**src/rtl/lfsr_gen.sv**
```systemverilog
// Fibonacci LFSR word generator with seed load, run/stop FSM, lock-up seed substitution and period measurement.
// Latency: one cycle from an accepted word to the next word; out_data holds while out_valid=1 and out_ready=0.
// Build option LFSR_XNOR_EN selects XNOR feedback, which makes all ones the lock-up value instead of all zeros.
module lfsr_gen #(
    parameter int               WIDTH = 8,
    parameter logic [WIDTH-1:0] TAPS  = WIDTH'(8'hB8),
    parameter logic [WIDTH-1:0] SEED  = WIDTH'(8'h01)
) (
    input  logic             clk,
    input  logic             rst,
    input  logic             load,
    input  logic [WIDTH-1:0] seed_in,
    input  logic             en,
    input  logic             out_ready,
    output logic             out_valid,
    output logic [WIDTH-1:0] out_data,
    output logic             out_bit,
    output logic             period_done,
    output logic [31:0]      period_len,
    output logic             lockup
);

    typedef enum logic {IDLE, RUN} fsm_e;

`ifdef LFSR_XNOR_EN
    localparam logic [WIDTH-1:0] LOCK_VAL = '1;
`else
    localparam logic [WIDTH-1:0] LOCK_VAL = '0;
`endif

    fsm_e             fsm_q, fsm_d;
    logic [WIDTH-1:0] state_q, state_d;
    logic [WIDTH-1:0] seed_q, seed_d;
    logic [31:0]      cnt_q, cnt_d;
    logic [31:0]      plen_q, plen_d;
    logic             pd_q, pd_d;
    logic             lk_q, lk_d;

    logic             fb;
    logic [WIDTH-1:0] next_state;
    logic [WIDTH-1:0] seed_sel;
    logic             seed_illegal;
    logic             xfer;

    always_comb begin
`ifdef LFSR_XNOR_EN
        fb = ~^(state_q & TAPS);
`else
        fb = ^(state_q & TAPS);
`endif
        next_state   = {state_q[WIDTH-2:0], fb};
        seed_illegal = (seed_in == LOCK_VAL);
        seed_sel     = seed_illegal ? SEED : seed_in;
        xfer         = out_valid & out_ready;
    end

    always_comb begin
        fsm_d   = fsm_q;
        state_d = state_q;
        seed_d  = seed_q;
        cnt_d   = cnt_q;
        plen_d  = plen_q;
        pd_d    = 1'b0;
        lk_d    = 1'b0;
        if (load) begin
            // Load wins over a concurrent en rise: the FSM parks in IDLE.
            fsm_d   = IDLE;
            state_d = seed_sel;
            seed_d  = seed_sel;
            cnt_d   = '0;
            lk_d    = seed_illegal;
        end else begin
            case (fsm_q)
                IDLE:    if (en)  fsm_d = RUN;
                RUN:     if (!en) fsm_d = IDLE;
                default: fsm_d = IDLE;
            endcase
            if (xfer) begin
                state_d = next_state;
                if (next_state == seed_q) begin
                    pd_d   = 1'b1;
                    plen_d = cnt_q + 32'd1;
                    cnt_d  = '0;
                end else begin
                    cnt_d  = cnt_q + 32'd1;
                end
            end
        end
    end

    always_ff @(posedge clk) begin
        if (rst) begin
            fsm_q   <= IDLE;
            state_q <= SEED;
            seed_q  <= SEED;
            cnt_q   <= '0;
            plen_q  <= '0;
            pd_q    <= 1'b0;
            lk_q    <= 1'b0;
        end else begin
            fsm_q   <= fsm_d;
            state_q <= state_d;
            seed_q  <= seed_d;
            cnt_q   <= cnt_d;
            plen_q  <= plen_d;
            pd_q    <= pd_d;
            lk_q    <= lk_d;
        end
    end

    assign out_valid   = (fsm_q == RUN) & ~load;
    assign out_data    = state_q;
    assign out_bit     = state_q[WIDTH-1];
    assign period_done = pd_q;
    assign period_len  = plen_q;
    assign lockup      = lk_q;

endmodule

```
**config.mk**
```make
export PLATFORM = sky130hd
export DESIGN_NAME = lfsr_gen
export DESIGN_NICKNAME = d
export VERILOG_FILES = /design/src/rtl/lfsr_gen.sv
export SDC_FILE = /design/constraint.sdc
export NUM_CORES = 1
export LEC_CHECK = 0
export ABC_CLOCK_PERIOD_IN_PS = 2090
export BUFFER_PORTS_ARGS = -buffer_cell sky130_fd_sc_hd__buf_2
export CORE_MARGIN = 3
export CORE_UTILIZATION = 33
export DETAILED_ROUTE_END_ITERATION = 8
export HOLD_SLACK_MARGIN = 0.03
export PLACE_DENSITY = 0.52
export REMOVE_ABC_BUFFERS = 1
export SLEW_MARGIN = 30
export SYNTH_ARGS = -nofsm -noshare
export SYNTH_HDL_FRONTEND = slang
export SYNTH_SLANG_ARGS = --single-unit
```
**constraint.sdc**
```tcl
create_clock -name clk -period 2.09 [get_ports clk]
set_input_delay 0.1045 -clock clk [delete_from_list [all_inputs] [get_ports clk]]
set_output_delay 0.1045 -clock clk [all_outputs]
set_load 0.01 [all_outputs]
```
==> flow_metrics.tcl, run 1 <==
set metrics [dict create \
    status "completed" \
    crit_type "flip-flop to flip-flop" \
    fp.dieH_um 116.2 \
    antenna_found_initial 0 \
    hold_viol 0 \
    io-pin-count 57 \
    ir_drop_v 0.0004502 \
    yosys_warnings 0 \
    nets 573 \
    fp.dieArea_um2 13500 \
    grt_overflow 0 \
    yosysSeqAreaShare_pct 41.47 \
    slew_viol_final 0 \
    ys.flop_type "dfxtp_1" \
    synth_area_um2 4006 \
    layout_commonest_cell "dfxtp_1" \
    synth-edff-count 0 \
    viasPerCell 5.315 \
    comb_power_share_pct 6.5 \
    fin_ws_ps 95.27 \
    synth_cell_types 46 \
    internal_power_uw 2723 \
    layout_common_cells "79 x dfxtp_1, 56 x buf_2, 52 x buf_4" \
    grt_pass1_vias 3464 \
    setup_viol 0 \
    synthArstFlopShare_pct 0 \
    finalCritPeriodShare_pct 95.44 \
    drt_iter0_markers 170 \
    p_clk_share_pct 47.1 \
    grt_pass1_wl_mm 18.08 \
    h-tree-depth 3 \
    cp_data_required_time_ps 2380 \
    syn_to_final_growth_pct 27.83 \
    total_power_uw 3493 \
    clock_latency_ps 350 \
    hp-class "primary input to flip-flop" \
    hp-start "seed_in[6]" \
    cp_max_fo 5 \
    rows 39 \
    p_leak_uw 0.001920 \
    drt-wirelength-per-cell_um 15.30 \
    skew_ps 6.513 \
    numPortBuffers 56 \
    route.detailed.drc 0 \
    p_sw_share_pct 22.05 \
    period_needed_ps 1995 \
    timing.max_cap.violations 0 \
    vias 3758 \
    holdWs_ps 47.14 \
    tns_ps 0 \
    syn_avg_cell_area_um2 8.452 \
    postRouteAntennaNets 0 \
    net-switching-power_uw 770.2 \
    crit_path_end_kind "flip-flop" \
    timing.fmax_mhz 501.3 \
    start_kind "flip-flop" \
    ys_ff_latch 83 \
    hpwl_mm 7.830 \
    n_antenna_cell 0 \
    track_usage_pct 17.08 \
    timing.rr.start "cnt_q[5]" \
    wirelength_mm 10.82 \
    cts_tree "done" \
    tightest_slew_ps 592.2 \
    cts_buffers 9 \
    seqPwrFrac_pct 46.4 \
    coreArea_um2 11660 \
    power.density_nw_per_um2 682.1 \
    critPathLaunch "cnt_q[5]" \
    syn-instance-count 474 \
    relSlewSlack_pct 60.37 \
    cts_max_path_buffers 2 \
    pre_cts_ws_ps 38.53 \
    dr.pass1.iters 5 \
    place_congestion 0.8374 \
    drive_above_1_share_pct 26.77 \
    die_w_um 116.2 \
    rsz0062_at_grt "no" \
    path_clk_slew_ps 60 \
    grt_start_max_net_pins 37 \
    cts_sinks 83 \
    cp_data_arrival_time_ps 2280 \
    initial_core_util_pct 34.35 \
    clockRootBuffer "clkbuf_16" \
]
==> stage by stage <==
step / util [%] / instance area, µm² / cells
after floorplan: - / 3830 / 435
after global placement: 40.48 / 4721 / 688
after detailed placement: 40.48 / 4721 / 688
after CTS: 43.20 / 5039 / 705
after global routing: 43.91 / 5121 / 707
final: 43.91 / 5121 / 707
==> cell usage after synthesis, types with 2 or more instances <==
cell type / count / area share, %
a211oi_1: 28 / 5.2
xnor2_1: 27 / 5.9
buf_2: 14 / 1.7
nor3_1: 12 / 1.5
o211ai_1: 3 / 0.56
a31oi_1: 27 / 4.2
a22o_1: 2 / 0.44
nor4_1: 8 / 1.2
nor2_1: 47 / 4.4
o21a_1: 2 / 0.37
nand2_1: 49 / 4.6
or4_4: 3 / 0.84
or4_1: 7 / 1.3
nand2b_1: 17 / 2.7
and2_1: 2 / 0.31
inv_1: 2 / 0.19
nand3_1: 15 / 1.9
o21ai_0: 9 / 1.1
and3_1: 8 / 1.2
nand4_1: 14 / 2.2
or4b_1: 3 / 0.75
and4_1: 4 / 0.87
dfxtp_1: 83 / 41
xor2_1: 15 / 3.3
a21oi_1: 29 / 3.6
a41oi_1: 2 / 0.44
clkbuf_1: 22 / 2.1
nor4_2: 2 / 0.62
==> routing by layer <==
| metal | part of all wire, % | global-route usage, % |
|---|---|---|
| met4 | 2.0 | 6.961 |
| met1 | 48 | 23.85 |
| met3 | 6.3 | 3.938 |
| met2 | 43 | 25.43 |
| met5 | 0 | 0 |
==> area by class of cell <==
cell class | count | area [µm²]
fillers | 1153 | 6541
multi-input cells | 350 | 2200
flip-flops and latches | 83 | 1667
repair buffers | 113 | 760.7
clock buffers | 15 | 277.8
well taps | 143 | 178.9
clock inverters | 1 | 30.03
inverters | 2 | 7.507
==> cells by family after synthesis <==
kind of cell | Yosys count | share of synthesized area (%)
DFF | 83 | 41.47
and+or+nand+nor | 199 | 26.42
AOI/OAI and AO/OA | 105 | 16.74
adders and majority gates | 1 | 0.3123
xor gates and xnor gates | 44 | 10.18
muxes | 1 | 0.2811
buffers and inverters | 41 | 4.591
==> flip-flops by register name, summed over array words and instances, names as in the netlist <==
name	cells
out_data	8
lockup	1
fsm_q	1
period_done	1
seed_q	8
cnt_q	32
period_len	32
==> worst max-delay path: stages (launching register included) <==
cell and delay [ps]:
dfxtp_1 340, nand2_2 100, or4_4 560, or4_4 440
or4_1 400, nand3_1 90
==> path summary, 6_finish.rpt <==
check	end	slack, ps	cells past startpoint
worst max-delay path	cnt_q[28]	100	5
worst max register to register	cnt_q[28]	100	5
worst min-delay path	seed_q[6]	50	3
worst min register to register	period_len[1]	450	2
==> power by group through the flow <==
stage	logic (µW)	registers, µW	clock network, µW
after floorplan	99.8	1660	0
after global placement	214	1650	0
after detailed placement	216	1650	0
after CTS	218	1620	1700
after global routing	247	1620	1760
final	227	1620	1650
==> repair_timing <==
item                       in CTS  in global routing
setup endpoints to repair       0                 40
hold buffers                    1                  0
hold endpoints to repair        1                  0
resized for setup               0                 19
setup buffers                   0                  2
Note: power is estimated with default switching activity, not from simulation.
==> run 2: changes to the inputs <==
- ABC_AREA: not set -> 1
- PLACE_DENSITY: 0.52 -> 0.51
==> run 2 against run 1 <==
Against the previous run: cell area is 0.46% lower; critical path depth up 4; combinational power is 24% lower; clock-buffer cell count down 3; die area grew 7.4%; first-iteration DRC count up 39%; hold slack lost 6.8 ps; cell count rose by 30%; core utilization fell by 3.8 points.
==> flow_metrics.tcl, run 2 <==
set metrics [dict create \
    internal_power_uw 2744 \
    cts_max_path_buffers 2 \
    hpwl_mm 8.112 \
    nets 759 \
    r2r_end "cnt_q[16]" \
    cp_max_fo 6 \
    synth_top_cell_by_area "dfxtp_1" \
    hp-start "seed_in[3]" \
    clock_latency_ps 350 \
    synth_area_leaders "dfxtp_1 38%, nand2_1 23%, nor2_1 11%" \
    rsz0062_at_grt "no" \
    postRouteAntennaNets 0 \
    grt_start_max_net_pins 41 \
    net-switching-power_uw 788.6 \
    dpl.cell_count 905 \
    synth.top_cells.by_count "259 x nand2_1, 126 x nor2_1, 83 x dfxtp_1" \
    timing.max_cap.violations 0 \
    relSlewSlack_pct 66.19 \
    synthArstFlopShare_pct 0 \
    p_sw_share_pct 22.33 \
    ir_drop_v 0.0003665 \
    syn_avg_cell_area_um2 6.225 \
    skew_ps 8.898 \
    h-tree-depth 3 \
    ys_ff_latch 83 \
    yosysSeqAreaShare_pct 38.46 \
    seqPwrFrac_pct 45.9 \
    dr.pass1.iters 4 \
    final-instance-count-excl-fill 922 \
    viasPerCell 4.561 \
    fp.dieH_um 120.4 \
    holdWs_ps 40.31 \
    synth_area_um2 4320 \
    layout_commonest_cell "nand2_1" \
    period_needed_ps 1798 \
    synth_most_common_cell "nand2_1" \
    p_leak_uw 0.002256 \
    finish.utilization_pct 40.07 \
    timing.rr.start "cnt_q[0]" \
    drt_iter0_markers 236 \
    comb_power_share_pct 4.9 \
    post_cts_buffers 0 \
    total_power_uw 3532 \
    vias 4205 \
    cts_buffers 9 \
    slew_viol_final 0 \
    layout_common_cells "259 x nand2_1, 124 x nor2_1, 83 x dfxtp_1" \
    hold_viol 0 \
    numPortBuffers 56 \
    track_usage_pct 16.92 \
    rrSetupSlack_ps 290 \
    drt-wirelength-per-cell_um 12.49 \
    wirelength_mm 11.52 \
    start_kind "flip-flop" \
    synth_cell_types 27 \
    cp_data_arrival_time_ps 2080 \
    syn_to_final_growth_pct 17.98 \
    tns_ps 0 \
    timing.fmax_mhz 556.1 \
    die_w_um 120.4 \
    n_antenna_cell 0 \
    cts_sinks 83 \
    status "completed" \
    r2r_cells 9 \
    yosys_warnings 0 \
    grt_pass1_vias 4056 \
    place_congestion 0.8533 \
    min_path_cells 3 \
    drive_above_1_share_pct 11.60 \
    grt_overflow 0 \
    coreArea_um2 12720 \
    path_clk_slew_ps 60 \
    ys.flop_type "dfxtp_1" \
    initial_core_util_pct 33.96 \
    tightest_slew_ps 506.6 \
    p_clk_share_pct 49.2 \
    setup_viol 0 \
    power.density_nw_per_um2 693.0 \
    clockRootBuffer "clkbuf_16" \
    antenna_found_initial 0 \
    synth-edff-count 0 \
    crit_type "flip-flop to flip-flop" \
    grt_pass1_wl_mm 19.71 \
    crit_path_end_kind "flip-flop" \
    hp-class "primary input to flip-flop" \
    synth_top_area_share_pct 38.46 \
    io-pin-count 57 \
    cts_tree "done" \
    rows 41 \
    hold_end "seed_q[3]" \
    cp_data_required_time_ps 2380 \
    route.detailed.drc 0 \
    finalCritPeriodShare_pct 86.03 \
    syn-instance-count 694 \
    fp.dieArea_um2 14500 \
]
-- run 2: critical path: stages (launching register included) --
cell	delay (ps)
dfxtp_1	390
ha_1	270
inv_1	90
nor2_2	310
nand2_1	160
inv_1	120
nand4_1	90
nand2_1	100
nand3_1	80
a21oi_1	140
-- run 2: per-stage QoR --
| stage | worst slack (ps) | area, µm² |
|---|---|---|
| final | 291.9 | 5097 |
| after global placement | 247.1 | 4762 |
| after detailed placement | 115.8 | 4762 |
| after floorplan | -1620 | 4149 |
| after CTS | 118.7 | 5092 |
| after global routing | 50.91 | 5097 |
-- run 2: how the worst max path moves through the flow --
stage	cells after the start	endpoint	slack (ps)	from
after CTS	9	cnt_q[16]	120	cnt_q[0]
after global routing	9	cnt_q[16]	50	cnt_q[0]
after global placement	10	period_len[24]	250	cnt_q[0]
after detailed placement	9	cnt_q[16]	120	cnt_q[0]
final	9	cnt_q[16]	290	cnt_q[0]
after floorplan	7	period_len[0]	-1620	fsm_q
-- run 2: layer usage --
metal | track usage [%] | share of wire [%] | wire (µm)
met4 | 6.586 | 1.8 | 209
met1 | 22.12 | 48 | 5577
met3 | 2.993 | 4.4 | 511
met5 | 0 | 0 | 0
met2 | 27.80 | 45 | 5220
-- run 2: cells by family after synthesis --
family,synth area share (%)
xor+xnor,2.838
simple gates,41.85
buf+inv,9.528
compound gates,7.037
fa+ha+maj,0.2896
flops,38.46
-- run 2: power groups by stage --
stage | combinational [µW] | clock [µW] | sequential [µW]
finish | 173 | 1740 | 1620
global route | 197 | 1840 | 1620
CTS | 175 | 1790 | 1620
detailed placement | 173 | 0 | 1660
global placement | 173 | 0 | 1660
floorplan | 91.4 | 0 | 1660
-- run 2: layout make-up --
class | instances | area, µm²
flip-flops and latches | 83 | 1662
inverters | 64 | 240.2
multi-input cells | 520 | 2257
fillers | 1432 | 7625
repair buffers | 67 | 402.9
clock inverters | 4 | 73.82
clock buffers | 12 | 246.5
well taps | 172 | 215.2
-- run 2: repair_timing --
action | 4_1_cts | 5_1_grt
setup endpoints to repair | 0 | 6
resized for setup | 0 | 2
endpoints found under the hold margin | 1 | 0
hold buffers | 1 | 0
